File: config.mk
export PLATFORM = sky130hd
export DESIGN_NAME = sprite_renderer
export DESIGN_NICKNAME = d
export VERILOG_FILES = /design/src/rtl/sprite_renderer.sv
export SDC_FILE = /design/constraint.sdc
export NUM_CORES = 1
export LEC_CHECK = 0
export ABC_AREA = 1
export CORE_MARGIN = 2
export CORE_UTILIZATION = 30
export DETAILED_ROUTE_END_ITERATION = 16
export PLACE_DENSITY = 0.64
export SLEW_MARGIN = 40
export SYNTH_ARGS = -nofsm -noshare
export SYNTH_HDL_FRONTEND = slang
export SYNTH_SLANG_ARGS = --single-unit
File: constraint.sdc
create_clock -name clk -period 3.8 [get_ports clk]
set_clock_uncertainty 0.05 [all_clocks]
set_input_delay 0.76 -clock clk [delete_from_list [all_inputs] [get_ports clk]]
set_output_delay 0.76 -clock clk [all_outputs]
set_load 0.005 [all_outputs]
File: src/rtl/sprite_renderer.sv
// rtl/sprite_renderer.sv - three-stage sprite pixel renderer with internal bitmap ROMs
module sprite_renderer #(
  parameter int BLINK_BIT = 2
) (
  input  logic       clk,
  input  logic       reset_n,
  input  logic [9:0] x,
  input  logic [9:0] y,
  input  logic       video_on,
  input  logic       hsync_in,
  input  logic       vsync_in,
  input  logic [2:0] element_type,
  input  logic [9:0] element_x,
  input  logic [9:0] element_y,
  input  logic [1:0] frame,
  input  logic [1:0] sprite_color,
  output logic [3:0] vga_r,
  output logic [3:0] vga_g,
  output logic [3:0] vga_b,
  output logic       hsync_out,
  output logic       vsync_out
);

  // Ship art, one 16-bit word per row, bit index = column (shown 2x upscaled)
  function automatic logic [15:0] ship_row(input logic [3:0] r);
    case (r)
      4'd0, 4'd1:   ship_row = 16'h0180;
      4'd2, 4'd3:   ship_row = 16'h03C0;
      4'd4, 4'd5:   ship_row = 16'h07E0;
      4'd6, 4'd7:   ship_row = 16'h0FF0;
      4'd8:         ship_row = 16'h1FF8;
      4'd9, 4'd10:  ship_row = 16'h3FFC;
      4'd11, 4'd12: ship_row = 16'h7FFE;
      default:      ship_row = 16'hFFFF;
    endcase
  endfunction

  // Alien pose A: legs out on the bottom row
  function automatic logic [15:0] alien_a_row(input logic [3:0] r);
    case (r)
      4'd0:         alien_a_row = 16'h0180;
      4'd1:         alien_a_row = 16'h03C0;
      4'd2:         alien_a_row = 16'h07E0;
      4'd3:         alien_a_row = 16'h0DB0;
      4'd4, 4'd5:   alien_a_row = 16'h1FF8;
      4'd6:         alien_a_row = 16'h0A50;
      4'd7:         alien_a_row = 16'h1008;
      4'd15:        alien_a_row = 16'h8001;
      default:      alien_a_row = 16'h0810;
    endcase
  endfunction

  // Alien pose B: legs tucked in on the bottom row
  function automatic logic [15:0] alien_b_row(input logic [3:0] r);
    case (r)
      4'd0:         alien_b_row = 16'h0180;
      4'd1:         alien_b_row = 16'h03C0;
      4'd2:         alien_b_row = 16'h07E0;
      4'd3:         alien_b_row = 16'h0DB0;
      4'd4, 4'd5:   alien_b_row = 16'h1FF8;
      4'd6:         alien_b_row = 16'h05A0;
      4'd15:        alien_b_row = 16'h0660;
      default:      alien_b_row = 16'h0240;
    endcase
  endfunction

  // Explosion burst: dark corner, lit centre
  function automatic logic [15:0] expl_row(input logic [3:0] r);
    case (r)
      4'd0:         expl_row = 16'h0000;
      4'd4, 4'd12:  expl_row = 16'h2244;
      4'd8:         expl_row = 16'h4924;
      default:      expl_row = 16'h1008;
    endcase
  endfunction

  // Rocket: 8 columns wide, centre columns always lit, edge columns always dark
  function automatic logic [7:0] rocket_row(input logic [3:0] r);
    case (r)
      4'd0, 4'd1:   rocket_row = 8'h18;
      4'd14, 4'd15: rocket_row = 8'h7E;
      default:      rocket_row = 8'h3C;
    endcase
  endfunction

  logic [9:0] s1_dx, s1_dy;
  logic [2:0] s1_type;
  logic [1:0] s1_color;
  logic       s1_video, s1_hs, s1_vs;

  logic       s2_hit, s2_video, s2_hs, s2_vs;
  logic [1:0] s2_color;

  logic       vsync_q;
  logic [1:0] frame_l;
  logic [7:0] blink_cnt;

  logic        in_bounds, rom_bit, hit;
  logic [15:0] row16;
  logic [7:0]  row8;

  // Only the low frame bit selects an alien pose
  logic unused_frame_bit;
  assign unused_frame_bit = frame_l[1];

  // Stage 1: element-relative offsets plus sideband capture
  always_ff @(posedge clk or negedge reset_n) begin
    if (!reset_n) begin
      s1_dx    <= '0;
      s1_dy    <= '0;
      s1_type  <= '0;
      s1_color <= '0;
      s1_video <= 1'b0;
      s1_hs    <= 1'b1;
      s1_vs    <= 1'b1;
    end else begin
      s1_dx    <= x - element_x;
      s1_dy    <= y - element_y;
      s1_type  <= element_type;
      s1_color <= sprite_color;
      s1_video <= video_on;
      s1_hs    <= hsync_in;
      s1_vs    <= vsync_in;
    end
  end

  // Bounds check and bitmap lookup for the stage-1 pixel
  always_comb begin
    in_bounds = 1'b0;
    rom_bit   = 1'b0;
    row16     = '0;
    row8      = '0;
    case (s1_type)
      3'b000: begin
        in_bounds = (s1_dx < 10'd32) && (s1_dy < 10'd32);
        row16     = ship_row(s1_dy[4:1]);
        rom_bit   = row16[s1_dx[4:1]];
      end
      3'b001: begin
        in_bounds = (s1_dx < 10'd16) && (s1_dy < 10'd16);
        row16     = frame_l[0] ? alien_b_row(s1_dy[3:0]) : alien_a_row(s1_dy[3:0]);
        rom_bit   = row16[s1_dx[3:0]];
      end
      3'b100: begin
        in_bounds = (s1_dx < 10'd16) && (s1_dy < 10'd16);
        row16     = expl_row(s1_dy[3:0]);
        rom_bit   = row16[s1_dx[3:0]] && (s1_color == 2'b11) && !blink_cnt[BLINK_BIT];
      end
      3'b101: begin
        in_bounds = (s1_dx < 10'd8) && (s1_dy < 10'd16);
        row8      = rocket_row(s1_dy[3:0]);
        rom_bit   = row8[s1_dx[2:0]];
      end
      default: begin
        in_bounds = 1'b0;
        rom_bit   = 1'b0;
      end
    endcase
    hit = in_bounds && rom_bit;
  end

  // Stage 2: registered hit decision
  always_ff @(posedge clk or negedge reset_n) begin
    if (!reset_n) begin
      s2_hit   <= 1'b0;
      s2_color <= '0;
      s2_video <= 1'b0;
      s2_hs    <= 1'b1;
      s2_vs    <= 1'b1;
    end else begin
      s2_hit   <= hit;
      s2_color <= s1_color;
      s2_video <= s1_video;
      s2_hs    <= s1_hs;
      s2_vs    <= s1_vs;
    end
  end

  // Stage 3: colour map and sync outputs
  always_ff @(posedge clk or negedge reset_n) begin
    if (!reset_n) begin
      vga_r     <= '0;
      vga_g     <= '0;
      vga_b     <= '0;
      hsync_out <= 1'b1;
      vsync_out <= 1'b1;
    end else begin
      hsync_out <= s2_hs;
      vsync_out <= s2_vs;
      if (s2_video && s2_hit) begin
        case (s2_color)
          2'b00:   {vga_r, vga_g, vga_b} <= 12'hFFF;
          2'b01:   {vga_r, vga_g, vga_b} <= 12'h0F0;
          2'b10:   {vga_r, vga_g, vga_b} <= 12'hF00;
          default: {vga_r, vga_g, vga_b} <= 12'hFA0;
        endcase
      end else begin
        {vga_r, vga_g, vga_b} <= 12'h000;
      end
    end
  end

  // Per-field state: latch animation frame and advance blink counter on vsync fall
  always_ff @(posedge clk or negedge reset_n) begin
    if (!reset_n) begin
      vsync_q   <= 1'b1;
      frame_l   <= '0;
      blink_cnt <= '0;
    end else begin
      vsync_q <= vsync_in;
      if (vsync_q && !vsync_in) begin
        frame_l   <= frame;
        blink_cnt <= blink_cnt + 8'd1;
      end
    end
  end

endmodule

==> reports/results.env <==
RUN_STATUS='finished, final reports clean'
TIMING.FINAL.MAX_SLEW_VIOLATIONS=0
CP_NUM_BUF_INV=2
POST_PLACE_SETUP_SLACK_NS=0.934
POSTPLACECELLAREA_UM2=3610
HOLDWS_NS=0.304
FIN_NETS=505
SYNTHESIS.AREA_PER_INSTANCE_UM2=8.00
GP_CONGESTION=0.839
DETAILROUTE.VIA_COUNT=2521
IRDROPWORSTVDD_mV=0.191
HOLDCRITPATHCLASS='reg2reg'
CTS.SINKS=44
WL_PER_CELL_UM=10.6
CRITPATHMAXFANOUT=3
DP.FINAL_HPWL_MM=4.72
FINALHOLDVIOLATIONS=0
CP_TOP_FAMILY='adder cells'
AREA_GROWTH_PCT=27.7
WORST_SETUP_PATH_END_KIND='flop'
CELLPOWERDENSITY_nW_PER_UM2=373
FINALCOREUTILIZATION=0.389
CLK_ROOT_BUFFER_CELL='sky130_fd_sc_hd__clkbuf_8'
PERIOD_NEEDED_NS=2.55
FINALWORSTSETUPSLACK_NS=1.25
MAX_FREQ_MHz=392
TIMING.FINAL.CRIT_SHARE=0.671
P_TOTAL_mW=1.39
POST-SYNTH-TOP-AREA-FRACTION=0.326
YS_SEQ_AREA_FRAC=0.380
WORST-SLEW-PIN-TRANSITION_NS=0.530
OVERFLOW=0
POST_CTS_RESIZED=0
SYNTH_TOP_CELL_BY_AREA='sky130_fd_sc_hd__dfrtp_1'
CLK_LATENCY_NS=0.30
WIRELENGTH_MM=5.88
DIEWIDTH_UM=103
PIN_COUNT_OF_THE_BIGGEST_NET_ENTERING_GLOBAL_ROUTING=45
INITIALDRTVIOLATIONCOUNT=101
NUMBER_OF_PORT_BUFFERS=64
WORST-ENDPOINT-ARRIVAL_NS=2.73
ANTENNA_LEFT=0
YS_WARN_COUNT=0
POWER.STATIC_LEAKAGE_nW=1.80
CTSHOLDBUFFERS=0
MAPPEDNETLISTNETS=448
TRITONCTS_CLOCK_TREE='built'
CP_CELL_SEQUENCE='clkdlybuf4s50_1 > inv_1 > ha_1 > fa_1 > o21ai_0 > nand4_1 > o211ai_1 > xor2_1'
DRIVE_GT1_FRAC=0.0520
POST_LAYOUT_INSTANCE_AREA_UM2=3730
DRT_PASS1_ITERATIONS=4
CLK_PATH_BUF_DEPTH=2
TIMING.SETUP.TNS_NS=0
CRITICAL_PATH_CLASS='in2reg'
CP-START-KIND='input port'
GROUTE.USAGE.OVERALL=0.120
INITIAL_CORE_UTIL=0.304
SYNTHCELLS=365
GRT_SETUP_UNREPAIRED='false'
SYNTH_AREA_LEADERS='sky130_fd_sc_hd__dfrtp_1 33%, sky130_fd_sc_hd__ha_1 12%, sky130_fd_sc_hd__nand2_1 10%'
HEIGHT_OF_THE_DIE_UM=103
MAXCAPVIOLCOUNT=0
TIMING.CRITICAL_PATH.SLOWEST_CELL_DELAY_NS=0.45
CORE_AREA_UM2=9590
DIE_AREA_UM2=10500
ROUTE.DETAILED.VIAS_PER_INST=4.53
ANTENNADIODECOUNT=0
WORST-ENDPOINT-REQUIRED_NS=3.98
CLOCK_TREE.HTREE_LEVEL_COUNT=2
PIN_COUNT=66
POST_CTS_SETUP_BUFS=0
GRT_PASS1_VIAS=2450
STD_CELL_ROWS=36
SETUP_VIOL=0
CELL_AREA_AFTER_TECHNOLOGY_MAPPING_UM2=2920
NETLIST-CELL-TYPE-COUNT=26
DRC=0
CLK_PIN_SLEW_NS=0.09
MOST-COMMON-LAYOUT-CELLS='81 x sky130_fd_sc_hd__nand2_1, 63 x sky130_fd_sc_hd__clkdlybuf4s50_1, 50 x sky130_fd_sc_hd__inv_1, 38 x sky130_fd_sc_hd__dfrtp_1, 31 x sky130_fd_sc_hd__nor2_1'
MAXSLEWHEADROOM=0.647
PLACED_CELLS_INCL_TAPS=548
NUMBER_OF_CLOCK_BUFFERS_INSERTED_BY_TRITONCTS=5
CRITICAL-PATH-SLOWEST-CELL='sky130_fd_sc_hd__clkdlybuf4s50_1'
GRT_PASS1_WL_MM=10.3
YOSYS_REGISTER_BITS=44
INITIAL_ANTENNA_VIOLATION_COUNT=0
MOSTFREQUENTLAYOUTCELL='sky130_fd_sc_hd__nand2_1'
POST_LAYOUT_NONFILLER_INSTANCES=556
where the power goes:
| part | internal (mW) | leakage [nW] | total, mW | switching, mW |
|---|---|---|---|---|
| Sequential | 0.539 | 0.518 | 0.605 | 0.0665 |
| Clock | 0.198 | 0.0583 | 0.370 | 0.172 |
| Combinational | 0.188 | 1.22 | 0.417 | 0.229 |
| Total | 0.925 | 1.80 | 1.39 | 0.467 |
flip-flops by register name, summed over array words and instances (netlist names), 2 cells and up:
register / count
s1_dx: 10
s1_type: 3
vga_g: 2
s1_color: 2
blink_cnt: 3
s2_color: 2
s1_dy: 10
cell type report:
| class | count | area, µm² |
|---|---|---|
| Timing Repair Buffer | 64 | 638 |
| Clock inverter | 3 | 47.5 |
| Fill cell | 1006 | 5860 |
| Clock buffer | 5 | 68.8 |
| Tap cell | 133 | 166 |
| Sequential cell | 44 | 1110 |
| Inverter | 54 | 203 |
| Multi-Input combinational cell | 253 | 1500 |
synthesized netlist by cell type, drive strengths merged:
cell type	instances
a21o	2
a21oi	26
buf	14
dfrtp	38
dfstp	6
fa	2
ha	29
inv	54
mux2	1
nand2	81
nand3	25
nand4	5
nor2	31
nor3	3
nor4	2
o2111ai	3
o211ai	3
o21ai	19
o22ai	1
xnor2	7
xor2	13
cells by family (layout without fill, tap and decap cells):
logic type | count (synthesis) | count (layout) | synth area share
simple gates | 147 | 147 | 0.209
compound gates | 54 | 54 | 0.102
mux | 1 | 1 | 0.00386
flops | 44 | 44 | 0.380
buf+inv | 68 | 126 | 0.108
fa+ha+maj | 31 | 31 | 0.138
xor+xnor | 20 | 20 | 0.0600
metal layers:
layer  vias to the layer above  part of all wire  GRT usage
met4                         0             0.019     0.0379
met2                        69              0.50      0.227
met1                      1163              0.43      0.136
li1                       1279                 -          -
met5                         -                 0          0
met3                        10             0.046     0.0210
path summary, 6_finish.rpt:
path,to,cells after the start,slack (ns),startpoint
hold / removal,s2_video,0,0.30,s1_video
setup / recovery,s1_dy[8],8,1.25,y[0]
min in group asynchronous,blink_cnt[1],1,0.38,reset_n
hold reg to reg,s2_video,0,0.30,s1_video
max in group asynchronous,s2_hs,1,2.93,reset_n
setup reg to reg,s2_hit,9,1.89,s1_dy[1]
Note: power is estimated with default switching activity, not from simulation.
